<file path="config.mk">
export PLATFORM = sky130hd
export DESIGN_NAME = router_input_port
export DESIGN_NICKNAME = d
export VERILOG_FILES = /design/src/rtl/ring_pkg.sv /design/src/rtl/vc_slot.sv /design/src/rtl/router_input_port.sv
export SDC_FILE = /design/constraint.sdc
export NUM_CORES = 1
export LEC_CHECK = 0
export ABC_AREA = 0
export BUFFER_PORTS_ARGS = -buffer_cell sky130_fd_sc_hd__clkbuf_2
export CORE_MARGIN = 4
export CORE_UTILIZATION = 31
export DETAILED_ROUTE_END_ITERATION = 8
export SYNTH_ARGS = -nofsm -noshare
export SYNTH_HDL_FRONTEND = slang
export SYNTH_SLANG_ARGS = --single-unit
</file>
<file path="constraint.sdc">
create_clock -name clk -period 1.8 [get_ports clk]
set_input_delay 0.09 -clock clk [delete_from_list [all_inputs] [get_ports clk]]
set_output_delay 0.09 -clock clk [all_outputs]
set_load 0.05 [all_outputs]
</file>
<file path="src/rtl/ring_pkg.sv">
// Shared packet-format constants for the ring router.
package ring_pkg;

  localparam int PKT_W   = 64;
  localparam int VC_BIT  = 63;
  localparam int DIR_BIT = 62;
  localparam int HOP_MSB = 55;
  localparam int HOP_LSB = 48;
  localparam int SRC_MSB = 47;
  localparam int SRC_LSB = 32;
  localparam int HOP_W   = HOP_MSB - HOP_LSB + 1;

  localparam logic DIR_CW  = 1'b0;
  localparam logic DIR_CCW = 1'b1;

endpackage

</file>
<file path="src/rtl/vc_slot.sv">
// Single-entry virtual-channel buffer: one packet register plus its full flag.
module vc_slot
  import ring_pkg::*;
#(
  parameter int DW = PKT_W
) (
  input  logic          clk,
  input  logic          reset,
  input  logic          wr_en,
  input  logic          rd_clr,
  input  logic [DW-1:0] din,
  output logic [DW-1:0] dout,
  output logic          full
);

  logic [DW-1:0] data_p0;

  // Stage p0: slot storage. The parent never writes and clears one slot in the same cycle.
  always_ff @(posedge clk or negedge reset) begin
    if (!reset) begin
      data_p0 <= '0;
      full    <= 1'b0;
    end else if (wr_en) begin
      data_p0 <= din;
      full    <= 1'b1;
    end else if (rd_clr) begin
      full    <= 1'b0;
    end
  end

  assign dout = data_p0;

endmodule

</file>
<file path="src/rtl/router_input_port.sv">
// Ring-router input port: two polarity-interleaved VC slots, hop decode and drop accounting.
module router_input_port
  import ring_pkg::*;
#(
  parameter int DW      = ring_pkg::PKT_W,
  parameter int HOP_LSB = ring_pkg::HOP_LSB,
  parameter int CNT_W   = 8
) (
  input  logic             clk,
  input  logic             reset,
  input  logic             polarity,
  input  logic             si,
  output logic             ri,
  input  logic [DW-1:0]    di,
  output logic             req_fwd,
  output logic             req_dir,
  output logic             req_local,
  input  logic             gnt,
  output logic [DW-1:0]    dout,
  output logic [CNT_W-1:0] drop_cnt,
  output logic             err
);

  function automatic logic [HOP_W-1:0] hop_dec(input logic [HOP_W-1:0] h);
    return h - HOP_W'(1);
  endfunction

  function automatic logic [CNT_W-1:0] sat_inc(input logic [CNT_W-1:0] c);
    return (c == '1) ? c : c + CNT_W'(1);
  endfunction

  logic          wr_vc;
  logic          rd_vc;
  logic [1:0]    full;
  logic [1:0]    wr_en;
  logic [1:0]    rd_clr;
  logic [DW-1:0] slot_q [2];
  logic [DW-1:0] rd_pkt;
  logic [HOP_W-1:0] hop;
  logic          drop;

  // Write and read VCs are always opposite, so a slot is never written and drained together.
  assign wr_vc = polarity;
  assign rd_vc = ~polarity;
  assign ri    = ~full[wr_vc];
  assign drop  = si & full[wr_vc];

  for (genvar i = 0; i < 2; i++) begin : g_vc
    assign wr_en[i]  = si  && (wr_vc == 1'(i)) && !full[i];
    assign rd_clr[i] = gnt && (rd_vc == 1'(i)) &&  full[i];

    vc_slot #(.DW(DW)) u_slot (
      .clk    (clk),
      .reset  (reset),
      .wr_en  (wr_en[i]),
      .rd_clr (rd_clr[i]),
      .din    (di),
      .dout   (slot_q[i]),
      .full   (full[i])
    );
  end

  assign rd_pkt = slot_q[rd_vc];
  assign hop    = rd_pkt[HOP_LSB +: HOP_W];

  // Hop 0 always ejects, so decrementing a non-zero hop can never wrap.
  always_comb begin
    req_fwd   = 1'b0;
    req_local = 1'b0;
    req_dir   = DIR_CW;
    dout      = '0;
    if (full[rd_vc]) begin
      dout = rd_pkt;
      if (hop != '0) begin
        req_fwd                  = 1'b1;
        req_dir                  = rd_pkt[DIR_BIT];
        dout[HOP_LSB +: HOP_W]   = hop_dec(hop);
      end else begin
        req_local = 1'b1;
      end
    end
  end

  // Stage p0: protocol-violation accounting.
  always_ff @(posedge clk or negedge reset) begin
    if (!reset) begin
      drop_cnt <= '0;
      err      <= 1'b0;
    end else if (drop) begin
      drop_cnt <= sat_inc(drop_cnt);
      err      <= 1'b1;
    end
  end

endmodule

</file>
==> results of run 1 <==
[power by group through the flow]
stage               Sequential (mW)  Clock [mW]  Combinational (mW)
CTS                            4.41        3.81                4.67
detailed placement             4.47           0                4.08
finish                         4.42        3.69                4.77
floorplan                      4.56           0                2.76
global placement               4.40           0                4.00
global route                   4.52        3.94                5.09
[cell type report]
type | instances | area [sq um] | area share, %
Multi-Input combinational cell | 321 | 3140 | 31.8
Clock buffer | 19 | 433 | 4.39
Inverter | 6 | 22.5 | 0.228
Timing Repair Buffer | 254 | 2260 | 22.9
Clock inverter | 13 | 191 | 1.94
Tap cell | 270 | 338 | 3.42
Sequential cell | 139 | 3480 | 35.3
[stage by stage]
step	worst slack (ns)	instances	setup TNS, ns
global placement	0.00271	913	0
detailed placement	-0.0460	913	-0.210
finish	-0.415	1022	-3.34
CTS	-0.433	1023	-3.86
global route	-0.525	1022	-4.49
floorplan	-0.229	494	-0.683
[logic make-up after synthesis]
| logic type | after synthesis |
|---|---|
| AND/OR/NAND/NOR | 93 |
| buffers and inverters | 34 |
| adder cells (fa/ha/maj) | 2 |
| XOR/XNOR | 9 |
| AO/OA/AOI/OAI | 24 |
| multiplexers | 193 |
| flip-flops | 139 |
[how the worst min path moves through the flow]
stage	slack (ns)	depth (start not counted)	start	end
global placement	0.04	1	reset	g_vc[0].u_slot.dout[57]
finish	0.04	2	si	err
CTS	0.03	2	si	err
floorplan	-0.21	0	reset	drop_cnt[0]
detailed placement	0.04	1	reset	g_vc[1].u_slot.dout[57]
global route	0.04	2	si	err
[state kept, by name, summed over array words and instances (netlist names)]
signal	cells
g_vc.u_slot.full	2
g_vc.u_slot.dout	128
err	1
drop_cnt	8
[cell usage in the layout, fill, tap and decap left out, drive strengths merged, types with 2 or more instances in the layout]
| cell | Yosys | final |
|---|---|---|
| dlygate4sd3 | 0 | 66 |
| mux2 | 130 | 130 |
| o21a | 2 | 2 |
| nand3 | 6 | 6 |
| xnor2 | 4 | 4 |
| mux2i | 63 | 63 |
| inv | 6 | 9 |
| bufinv | 0 | 4 |
| nand2 | 5 | 5 |
| dfrtp | 139 | 139 |
| a21o | 2 | 2 |
| nand4 | 2 | 2 |
| buf | 25 | 89 |
| nor4 | 3 | 3 |
| nor3 | 6 | 6 |
| clkinv | 0 | 3 |
| xor2 | 5 | 5 |
| o21ai | 5 | 5 |
| a21boi | 2 | 2 |
| o211ai | 2 | 2 |
| a21oi | 4 | 4 |
| ha | 2 | 2 |
| nor2 | 62 | 62 |
| clkbuf | 3 | 118 |
| clkinvlp | 0 | 3 |
[critical path, delay by kind of cell, from the launching register on]
family,cells,cell delay (ns)
AO/OA/AOI/OAI,1,0.22
buffers and inverters,1,0.16
flip-flops,1,0.40
multiplexers,1,0.32
AND/OR/NAND/NOR,2,0.62
[what timing repair did]
item | 4_1_cts | 5_1_grt
cloned | 3 | 0
hold endpoints to repair | 221 | 0
endpoints found under the setup margin | 64 | 58
hold buffers | 66 | 0
buffers inserted | 10 | 2
pin swaps | 13 | 3
gates resized for setup | 90 | 68
[per-layer routing]
metal,up-vias,part of all wire (%),track usage [%]
met2,119,51,25.2
met1,2409,43,17.2
met3,15,4.7,4.09
met5,-,0,0
met4,0,0.97,3.73
li1,2239,-,-
==> flow_metrics.tcl, run 1 <==
set metrics [dict create \
    tritoncts "built" \
    layout.core_utilization_pct 48.3 \
    internal_power_mw 8.27 \
    hold_path_class "input pin to register" \
    worstPathMaxFanout 7 \
    power_mw 12.9 \
    die_y_um 153 \
    critical_path.reg2reg.endpoint "g_vc[0].u_slot.dout[16]" \
    fillCellCount 1748 \
    setup_violations 11 \
    synth-seq-cells 139 \
    grt_antenna_before_repair 0 \
    clk_pin_slew_worst_paths_ns 0.06 \
    status "finished, violations left" \
    area_growth_pct 52.0 \
    grt_first_pass_wirelength_um 27300 \
    grt_usage_pct 14.3 \
    place_congestion 0.841 \
    failed_checks "setup timing" \
    placement.cell_area_sq_um 7980 \
    synth.most_common_cell "sky130_fd_sc_hd__dfrtp_1" \
    drv_cap 0 \
    slew_hr_pct 70.8 \
    ys_types 47 \
    reg2regPathDepth 4 \
    finalWirelength_um 16200 \
    final_cell_area_sq_um 9860 \
    netlist.top_cell.by_area "sky130_fd_sc_hd__dfrtp_1" \
    timing.critical_path.arrival_ns 2.12 \
    route.antenna.remaining_nets 0 \
    unrepaired_setup_endpoints_after_global_routing "true" \
    yosys_warnings 0 \
    leakagePower_nw 4.48 \
    period_needed_ns 2.21 \
    globalRoute.totalOverflow 0 \
    n_antenna_cell 0 \
    timing.critical_path.slowest_cell_delay_ns 0.51 \
    cp_data_required_time_ns 1.71 \
    area_contributors_post_synth "sky130_fd_sc_hd__dfrtp_1 (54%), sky130_fd_sc_hd__mux2_2 (17%), sky130_fd_sc_hd__mux2i_1 (9.3%)" \
    setup.reg_to_reg.worst_slack_ns 0.10 \
    crit_path_start_kind "register" \
    main_combinational_cell_family_by_area_after_synthesis "multiplexers" \
    clock_power_share_pct 28.7 \
    hold_ws_ns 0.0450 \
    fp.coreArea_sq_um 20400 \
    initial_utilization_pct 31.8 \
    synth_top_area_share_pct 53.6 \
    post-dp-hpwl_um 10400 \
    first_global_vias 5380 \
    nNetsFinal 810 \
    compound_gate_portion_of_the_synthesized_area_pct 2.64 \
    detailedRoute.firstIterationViolations 93 \
    synth-adder-area-share_pct 0.386 \
    dr_total_vias 4782 \
    syn_inst 494 \
    clkLatencyLatePin_ns 0.41 \
    worstMarginPinSlew_ns 0.434 \
    synthMuxAreaShare_pct 32.8 \
    asyncSetResetFlopFracSynth_pct 100 \
    synth_xor_area_share_pct 1.21 \
    worst_r2r_startpoint "g_vc[0].u_slot.full" \
    post-route-worst-setup-slack_ns -0.415 \
    cp_cell_sequence "mux2i_4 > nand2_2 > or4b_4 > a31oi_4 > buf_12" \
    power.ir.vdd_worst_uv 706 \
    htree_levels 4 \
    tritoncts.num_buffers 17 \
    synthTopCellsByCount "sky130_fd_sc_hd__dfrtp_1 (139), sky130_fd_sc_hd__mux2_2 (100), sky130_fd_sc_hd__nor2_1 (62)" \
    ys_seq_area_share_pct 53.6 \
    simple_gate_area_share_of_the_yosys_netlist_pct 6.61 \
    fraction_of_final_layout_cells_with_drive_strength_greater_than_1_pct 49.6 \
    die_x_um 153 \
    timing.fmax_ghz 0.452 \
    powerDensity_nw_per_um2 1310 \
    postSynthNetCount 565 \
    firstDrtPassIters 4 \
    critPathKind "register to output pin" \
    power_frac_seq_pct 34.3 \
    syn_avg_cell_area_sq_um 13.1 \
    syn_area_sq_um 6490 \
    worst_clock_skew_ns 0.00809 \
    numPortBuffers 145 \
    synth_enable_flop_cells 0 \
    netSwitchingPower_mw 4.61 \
    route.detailed.vias_per_inst 4.68 \
    cpMaxStageDelayCell "sky130_fd_sc_hd__or4b_4" \
    hold_viol 0 \
    setup.worst_path.end "dout[52]" \
    tritoncts_num_sinks 139 \
    most_used_dff_post_synth "sky130_fd_sc_hd__dfrtp_1" \
    clock-root-buffer "sky130_fd_sc_hd__clkbuf_16" \
    cp-startpoint "g_vc[1].u_slot.dout[50]" \
    final_min_period_over_clock_period_pct 123 \
    drv_slew 0 \
    power_frac_comb_pct 37.0 \
    wl_per_cell_um 15.8 \
    drcViolationCount 0 \
    floorplan.rows 52 \
    switching_share_pct 35.8 \
    die-area_sq_um 23300 \
    critical_path.endpoint_type "output pin" \
    floorplan.io_pins 146 \
    cts_buffer_depth 2 \
    pin_count_of_the_biggest_net_entering_global_routing 53 \
]
(Power assumes the default switching activity.)
==> inputs of run 2 (changes only) <==
--- a/config.mk
+++ b/config.mk
@@ -5,7 +5,7 @@
 export SDC_FILE = /design/constraint.sdc
 export NUM_CORES = 1
 export LEC_CHECK = 0
-export ABC_AREA = 0
+export ABC_AREA = 1
 export BUFFER_PORTS_ARGS = -buffer_cell sky130_fd_sc_hd__clkbuf_2
 export CORE_MARGIN = 4
 export CORE_UTILIZATION = 31
==> run 2 against run 1 <==
Against the previous run:
- sequential share of layout area is 3.4 points lower
- global-route usage is 0.53 points higher
- the flow still finishes with violations (setup timing)
- setup slack better by 0.28 ns
- clock skew is 0.0024 ns higher
- hold slack better by 0.12 ns
- maximum frequency is 14% higher
- sequential cell count stayed put
==> flow_metrics.tcl, run 2 <==
set metrics [dict create \
    critPathKind "register to output pin" \
    finalWirelength_um 19400 \
    post-route-worst-setup-slack_ns -0.137 \
    floorplan.io_pins 146 \
    setup_violations 56 \
    simple_gate_area_share_of_the_yosys_netlist_pct 25.8 \
    pin_count_of_the_biggest_net_entering_global_routing 77 \
    final_min_period_over_clock_period_pct 108 \
    hold_path_class "input pin to register" \
    timing.fmax_ghz 0.516 \
    top_usage_layer "met2" \
    clkLatencyLatePin_ns 0.41 \
    worst_r2r_startpoint "drop_cnt[0]" \
    synth-adder-area-share_pct 0.365 \
    htree_levels 4 \
    most-common-layout-cells "sky130_fd_sc_hd__nand2_1 (356), sky130_fd_sc_hd__dfrtp_1 (139), sky130_fd_sc_hd__o21ai_0 (129)" \
    synthTopCellsByCount "sky130_fd_sc_hd__nand2_1 (416), sky130_fd_sc_hd__inv_1 (144), sky130_fd_sc_hd__dfrtp_1 (139)" \
    critical_path.endpoint_type "output pin" \
    hold_viol 0 \
    nNetsFinal 1242 \
    min_to "g_vc[1].u_slot.dout[14]" \
    detailedRoute.firstIterationViolations 277 \
    drv_cap 0 \
    firstDrtPassIters 6 \
    asyncSetResetFlopFracSynth_pct 100 \
    grt_util_met1_pct 18.7 \
    fraction_of_final_layout_cells_with_drive_strength_greater_than_1_pct 30.5 \
    global_route.usage.met3_pct 2.82 \
    grt_antenna_before_repair 0 \
    tritoncts.num_buffers 17 \
    internal_power_mw 8.72 \
    clk_pin_slew_worst_paths_ns 0.06 \
    main_combinational_cell_family_by_area_after_synthesis "simple AND/OR/NAND/NOR gates" \
    netlist.top_cell.by_area "sky130_fd_sc_hd__dfrtp_1" \
    largest_reg_flops 128 \
    drcViolationCount 0 \
    grt_first_pass_wirelength_um 29600 \
    setup.reg_to_reg.worst_slack_ns 0.28 \
    fp.coreArea_sq_um 21800 \
    route.detailed.vias_per_inst 4.37 \
    syn_area_sq_um 6850 \
    yosys_warnings 0 \
    wl_per_cell_um 13.3 \
    floorplan.rows 54 \
    reg2regPathDepth 4 \
    route.antenna.remaining_nets 0 \
    ys_types 26 \
    grtUsageMet2_pct 25.9 \
    tritoncts_num_sinks 139 \
    worstPathMaxFanout 5 \
    synth_enable_flop_cells 0 \
    syn_avg_cell_area_sq_um 7.27 \
    cp_data_required_time_ns 1.71 \
    tritoncts "built" \
    timing.critical_path.slowest_cell_delay_ns 0.39 \
    hold_depth 3 \
    power_mw 13.5 \
    cpMaxStageDelayCell "sky130_fd_sc_hd__dfrtp_1" \
    timing.critical_path.arrival_ns 1.85 \
    slew_hr_pct 68.6 \
    powerDensity_nw_per_um2 1240 \
    power_frac_seq_pct 32.6 \
    globalRoute.totalOverflow 0 \
    worst_clock_skew_ns 0.0105 \
    failed_checks "setup timing" \
    synth_xor_area_share_pct 0.767 \
    die_y_um 157 \
    mostFrequentLayoutCell "sky130_fd_sc_hd__nand2_1" \
    numPortBuffers 145 \
    critical_path.reg2reg.endpoint "drop_cnt[2]" \
    dr_total_vias 6396 \
    period_needed_ns 1.94 \
    die-area_sq_um 24500 \
    die_x_um 157 \
    status "finished, violations left" \
    synth-seq-cells 139 \
    fillCellCount 2054 \
    syn_inst 942 \
    worst_hold_startpoint "si" \
    cp_cell_sequence "inv_2 > o21ai_4 > buf_12 > buf_4 > clkbuf_16 > nand2_4 > inv_4 > buf_8" \
    synth.most_common_cell "sky130_fd_sc_hd__nand2_1" \
    synth_top_area_share_pct 50.8 \
    crit_path_start_kind "register" \
    initial_utilization_pct 31.5 \
    synthMuxAreaShare_pct 0 \
    place_congestion 0.785 \
    unrepaired_setup_endpoints_after_global_routing "true" \
    leakagePower_nw 6.01 \
    worstMarginPinSlew_ns 0.468 \
    compound_gate_portion_of_the_synthesized_area_pct 10.9 \
    switching_share_pct 35.6 \
    most_used_dff_post_synth "sky130_fd_sc_hd__dfrtp_1" \
    area_contributors_post_synth "sky130_fd_sc_hd__dfrtp_1 (51%), sky130_fd_sc_hd__nand2_1 (23%), sky130_fd_sc_hd__o21ai_0 (9.5%)" \
    post-dp-hpwl_um 11500 \
    cts_buffer_depth 2 \
    n_antenna_cell 0 \
    netSwitchingPower_mw 4.82 \
    postSynthNetCount 1013 \
    first_global_vias 6180 \
    grt_usage_pct 14.8 \
    clock_power_share_pct 29.5 \
    power_frac_comb_pct 37.9 \
    area_growth_pct 59.1 \
    ys_seq_area_share_pct 50.8 \
    power.ir.vdd_worst_uv 613 \
    drv_slew 0 \
    hold_ws_ns 0.165 \
    clock-root-buffer "sky130_fd_sc_hd__clkbuf_16" \
]
## run 2: worst max-delay path by stage
stage	to	cells past startpoint	slack, ns	start
CTS	dout[49]	10	-0.14	g_vc[1].u_slot.dout[49]
floorplan	dout[50]	12	-0.27	polarity
global route	dout[49]	10	-0.25	g_vc[0].u_slot.dout[49]
detailed placement	drop_cnt[5]	10	0.07	polarity
global placement	drop_cnt[5]	10	0.1	polarity
finish	dout[37]	8	-0.14	g_vc[0].u_slot.full
## run 2: what timing repair did
item / in CTS / in global routing
setup buffers: 4 / 14
pin swaps: 10 / 3
gates resized for setup: 57 / 338
endpoints found under the hold margin: 181 / 0
cloned: 0 / 7
endpoints found under the setup margin: 33 / 64
hold buffers: 66 / 0
## run 2: metal layers
layer / vias to the layer above / wire length [um]
met2: 120 / 10000
met3: 10 / 757
met1: 2983 / 8460
met4: 0 / 174
li1: 3283 / -
met5: - / 0
## run 2: stage by stage
step / area (sq um) / worst slack, ns / instances / util [%] / TNS [ns]
2_1_floorplan: 6850 / -0.270 / 942 / - / -1.62
3_3_place_gp: 8250 / 0.0956 / 1341 / 37.9 / 0
3_5_place_dp: 8250 / 0.0744 / 1341 / 37.9 / 0
4_1_cts: 9800 / -0.137 / 1443 / 45.0 / -1.20
5_1_grt: 10900 / -0.246 / 1464 / 50.1 / -9.53
6_report: 10900 / -0.137 / 1464 / 50.1 / -4.41
## run 2: cells by family (layout without fill, tap and decap cells)
group,Yosys count,count (layout)
AO/OA/AOI/OAI,146,146
XOR/XNOR,6,6
adder cells (fa/ha/maj),2,2
buffers and inverters,195,437
flip-flops,139,139
AND/OR/NAND/NOR,454,454
## run 2: final cells by class
cell class | instances | area [sq um] | share of cell area [%]
timing repair buffer | 259 | 2770 | 25.4
multi-input combinational | 608 | 3040 | 27.8
sequential | 139 | 3480 | 31.9
tap | 280 | 350 | 3.21
clock buffer | 23 | 498 | 4.57
clock inverter | 9 | 181 | 1.66
inverter | 146 | 586 | 5.37
## run 2: power by group through the flow
stage / sequential (mW) / clock (mW) / combinational [mW]
after floorplan: 4.54 / 0 / 2.46
after global placement: 4.43 / 0 / 3.72
after detailed placement: 4.46 / 0 / 3.75
after CTS: 4.41 / 4.07 / 4.06
after global routing: 4.51 / 4.19 / 5.58
final: 4.41 / 3.99 / 5.13
## run 2: worst max-delay path: cells and delay by family, from the launching register on
family	cells	cell delay, ns
DFF	1	0.39
buffers and inverters	6	0.69
and+or+nand+nor	1	0.05
AOI/OAI and AO/OA	1	0.30
==> inputs of run 3 (changes only) <==
--- a/config.mk
+++ b/config.mk
@@ -7,9 +7,12 @@
 export LEC_CHECK = 0
 export ABC_AREA = 1
 export BUFFER_PORTS_ARGS = -buffer_cell sky130_fd_sc_hd__clkbuf_2
+export CELL_PAD_IN_SITES_DETAIL_PLACEMENT = 1
+export CELL_PAD_IN_SITES_GLOBAL_PLACEMENT = 1
 export CORE_MARGIN = 4
 export CORE_UTILIZATION = 31
 export DETAILED_ROUTE_END_ITERATION = 8
+export PLACE_DENSITY_LB_ADDON = 0.1
 export SYNTH_ARGS = -nofsm -noshare
 export SYNTH_HDL_FRONTEND = slang
 export SYNTH_SLANG_ARGS = --single-unit
==> run 3 against run 2 <==
Against the previous run:
- the flow still finishes with violations (setup timing)
- maximum frequency grew 0.84%
- critical path depth grew 2
- first-iteration DRC count grew 6.5%
- non-clock buffer count grew 4
- routed wire length grew 9.4%
- largest cell class unchanged
- largest power group unchanged
==> flow_metrics.tcl, run 3 (synthesized netlist as in run 2, its figures left out) <==
set metrics [dict create \
    status "finished, violations left" \
    failed_checks "setup timing" \
    critPathKind "register to output pin" \
    fp.coreArea_sq_um 21800 \
    area_growth_pct 53.9 \
    first_global_vias 6516 \
    crit_path_start_kind "register" \
    post-dp-hpwl_um 12600 \
    most-common-layout-cells "sky130_fd_sc_hd__nand2_1 (371), sky130_fd_sc_hd__dfrtp_1 (139), sky130_fd_sc_hd__o21ai_0 (130)" \
    setup_violations 13 \
    leakagePower_nw 5.85 \
    layout.core_utilization_pct 48.4 \
    finalWirelength_um 21300 \
    fillCellCount 2640 \
    place_congestion 0.705 \
    firstDrtPassIters 4 \
    clock-root-buffer "sky130_fd_sc_hd__clkbuf_16" \
    htree_levels 4 \
    tritoncts "built" \
    clkLatencyLatePin_ns 0.42 \
    unrepaired_setup_endpoints_after_global_routing "true" \
    critical_path.endpoint_type "output pin" \
    floorplan.rows 54 \
    grt_first_pass_wirelength_um 33200 \
    tritoncts_num_sinks 139 \
    grt_usage_pct 17.0 \
    route.detailed.vias_per_inst 4.36 \
    worst_clock_skew_ns 0.00666 \
    powerDensity_nw_per_um2 1210 \
    regArea_sq_um 3480 \
    die_y_um 157 \
    worstMarginPinSlew_ns 0.531 \
    final_min_period_over_clock_period_pct 107 \
    placement.cell_area_sq_um 8150 \
    post-route-worst-setup-slack_ns -0.121 \
    worstPathMaxFanout 4 \
    dr_total_vias 6403 \
    globalRoute.totalOverflow 0 \
    detailedRoute.firstIterationViolations 295 \
    hold_viol 0 \
    nNetsFinal 1246 \
    cts_buffer_depth 2 \
    largest_reg_flops 128 \
    slew_hr_pct 64.4 \
    fraction_of_final_layout_cells_with_drive_strength_greater_than_1_pct 28.4 \
    mostFrequentLayoutCell "sky130_fd_sc_hd__nand2_1" \
    numPortBuffers 145 \
    tritoncts.num_buffers 17 \
    initial_utilization_pct 31.5 \
    final_cell_area_sq_um 10500 \
    clk_pin_slew_worst_paths_ns 0.06 \
    timing.critical_path.arrival_ns 1.83 \
    pin_count_of_the_biggest_net_entering_global_routing 100 \
    route.antenna.remaining_nets 0 \
    drcViolationCount 0 \
    n_antenna_cell 0 \
    period_needed_ns 1.92 \
    floorplan.io_pins 146 \
    drv_cap 0 \
    grt_antenna_before_repair 0 \
    wl_per_cell_um 14.5 \
    timing.fmax_ghz 0.521 \
    die_x_um 157 \
    power.ir.vdd_worst_uv 686 \
    cp_data_required_time_ns 1.71 \
    hold_path_class "input pin to asynchronous set/reset pin" \
    die-area_sq_um 24500 \
    multi_input_comb_area_sq_um 2920 \
    drv_slew 0 \
]
[run 3: layer usage]
metal	track usage, %	vias up	wire (um)
li1	-	3301	-
met1	22.6	2994	9890
met2	28.7	98	10600
met3	3.40	10	631
met4	4.17	0	136
met5	0	-	0
[run 3: final timing paths]
kind                                          from  slack [ns]  cells past startpoint                       to
max                        g_vc[0].u_slot.dout[49]       -0.12                     10                 dout[49]
min                                          reset        0.17                      2              drop_cnt[4]
max reg2reg                    g_vc[0].u_slot.full        0.13                      7              drop_cnt[6]
min reg2reg                                    err        0.48                      1                      err
max in group asynchronous                    reset        0.97                      3  g_vc[1].u_slot.dout[62]
min in group clk                                si        0.29                      4      g_vc[1].u_slot.full
[run 3: area by class of cell]
| type | instances | area share [%] |
|---|---|---|
| clock inverter | 12 | 1.09 |
| multi-input combinational | 608 | 27.7 |
| inverter | 146 | 5.37 |
| clock buffer | 19 | 4.30 |
| tap | 280 | 3.32 |
| sequential | 139 | 33.0 |
| timing repair buffer | 263 | 25.2 |
[run 3: critical path: stages, from the launching register on]
cell and delay, ns:
sky130_fd_sc_hd__dfrtp_1 0.37, sky130_fd_sc_hd__inv_1 0.06, sky130_fd_sc_hd__nand2_1 0.05, sky130_fd_sc_hd__nand2_2 0.11, sky130_fd_sc_hd__ha_4 0.17, sky130_fd_sc_hd__nand2_4 0.06, sky130_fd_sc_hd__nor2_4 0.15, sky130_fd_sc_hd__nand2_4 0.10
sky130_fd_sc_hd__nand3b_1 0.12, sky130_fd_sc_hd__nand2_2 0.08, sky130_fd_sc_hd__buf_12 0.15
[run 3: stage by stage]
step / setup TNS, ns / cells / total power, mW / hold WS [ns] / setup WS, ns
5_1_grt: -3.58 / 1467 / 13.6 / 0.204 / -0.242
3_5_place_dp: 0 / 1343 / 8.22 / 0.0313 / 0.0696
4_1_cts: -1.44 / 1450 / 12.2 / 0.134 / -0.146
2_1_floorplan: -1.62 / 942 / 6.99 / -0.206 / -0.270
6_report: -1.10 / 1467 / 12.7 / 0.169 / -0.121
3_3_place_gp: 0 / 1343 / 8.15 / 0.0295 / 0.0962
[run 3: what timing repair did]
action / 4_1_cts / 5_1_grt
hold buffers: 66 / 0
pin swaps: 14 / 10
setup endpoints to repair: 65 / 60
gates cloned: 2 / 4
gates resized for setup: 86 / 245
endpoints found under the hold margin: 269 / 0
setup buffers: 8 / 13
[run 3: power by group]
| group | total (mW) | leakage [nW] | internal (mW) | switching (mW) |
|---|---|---|---|---|
| Clock | 3.37 | 0.272 | 1.98 | 1.40 |
| Sequential | 4.41 | 1.73 | 3.95 | 0.462 |
| Combinational | 4.96 | 3.85 | 2.01 | 2.95 |
| Total | 12.7 | 5.85 | 7.94 | 4.81 |
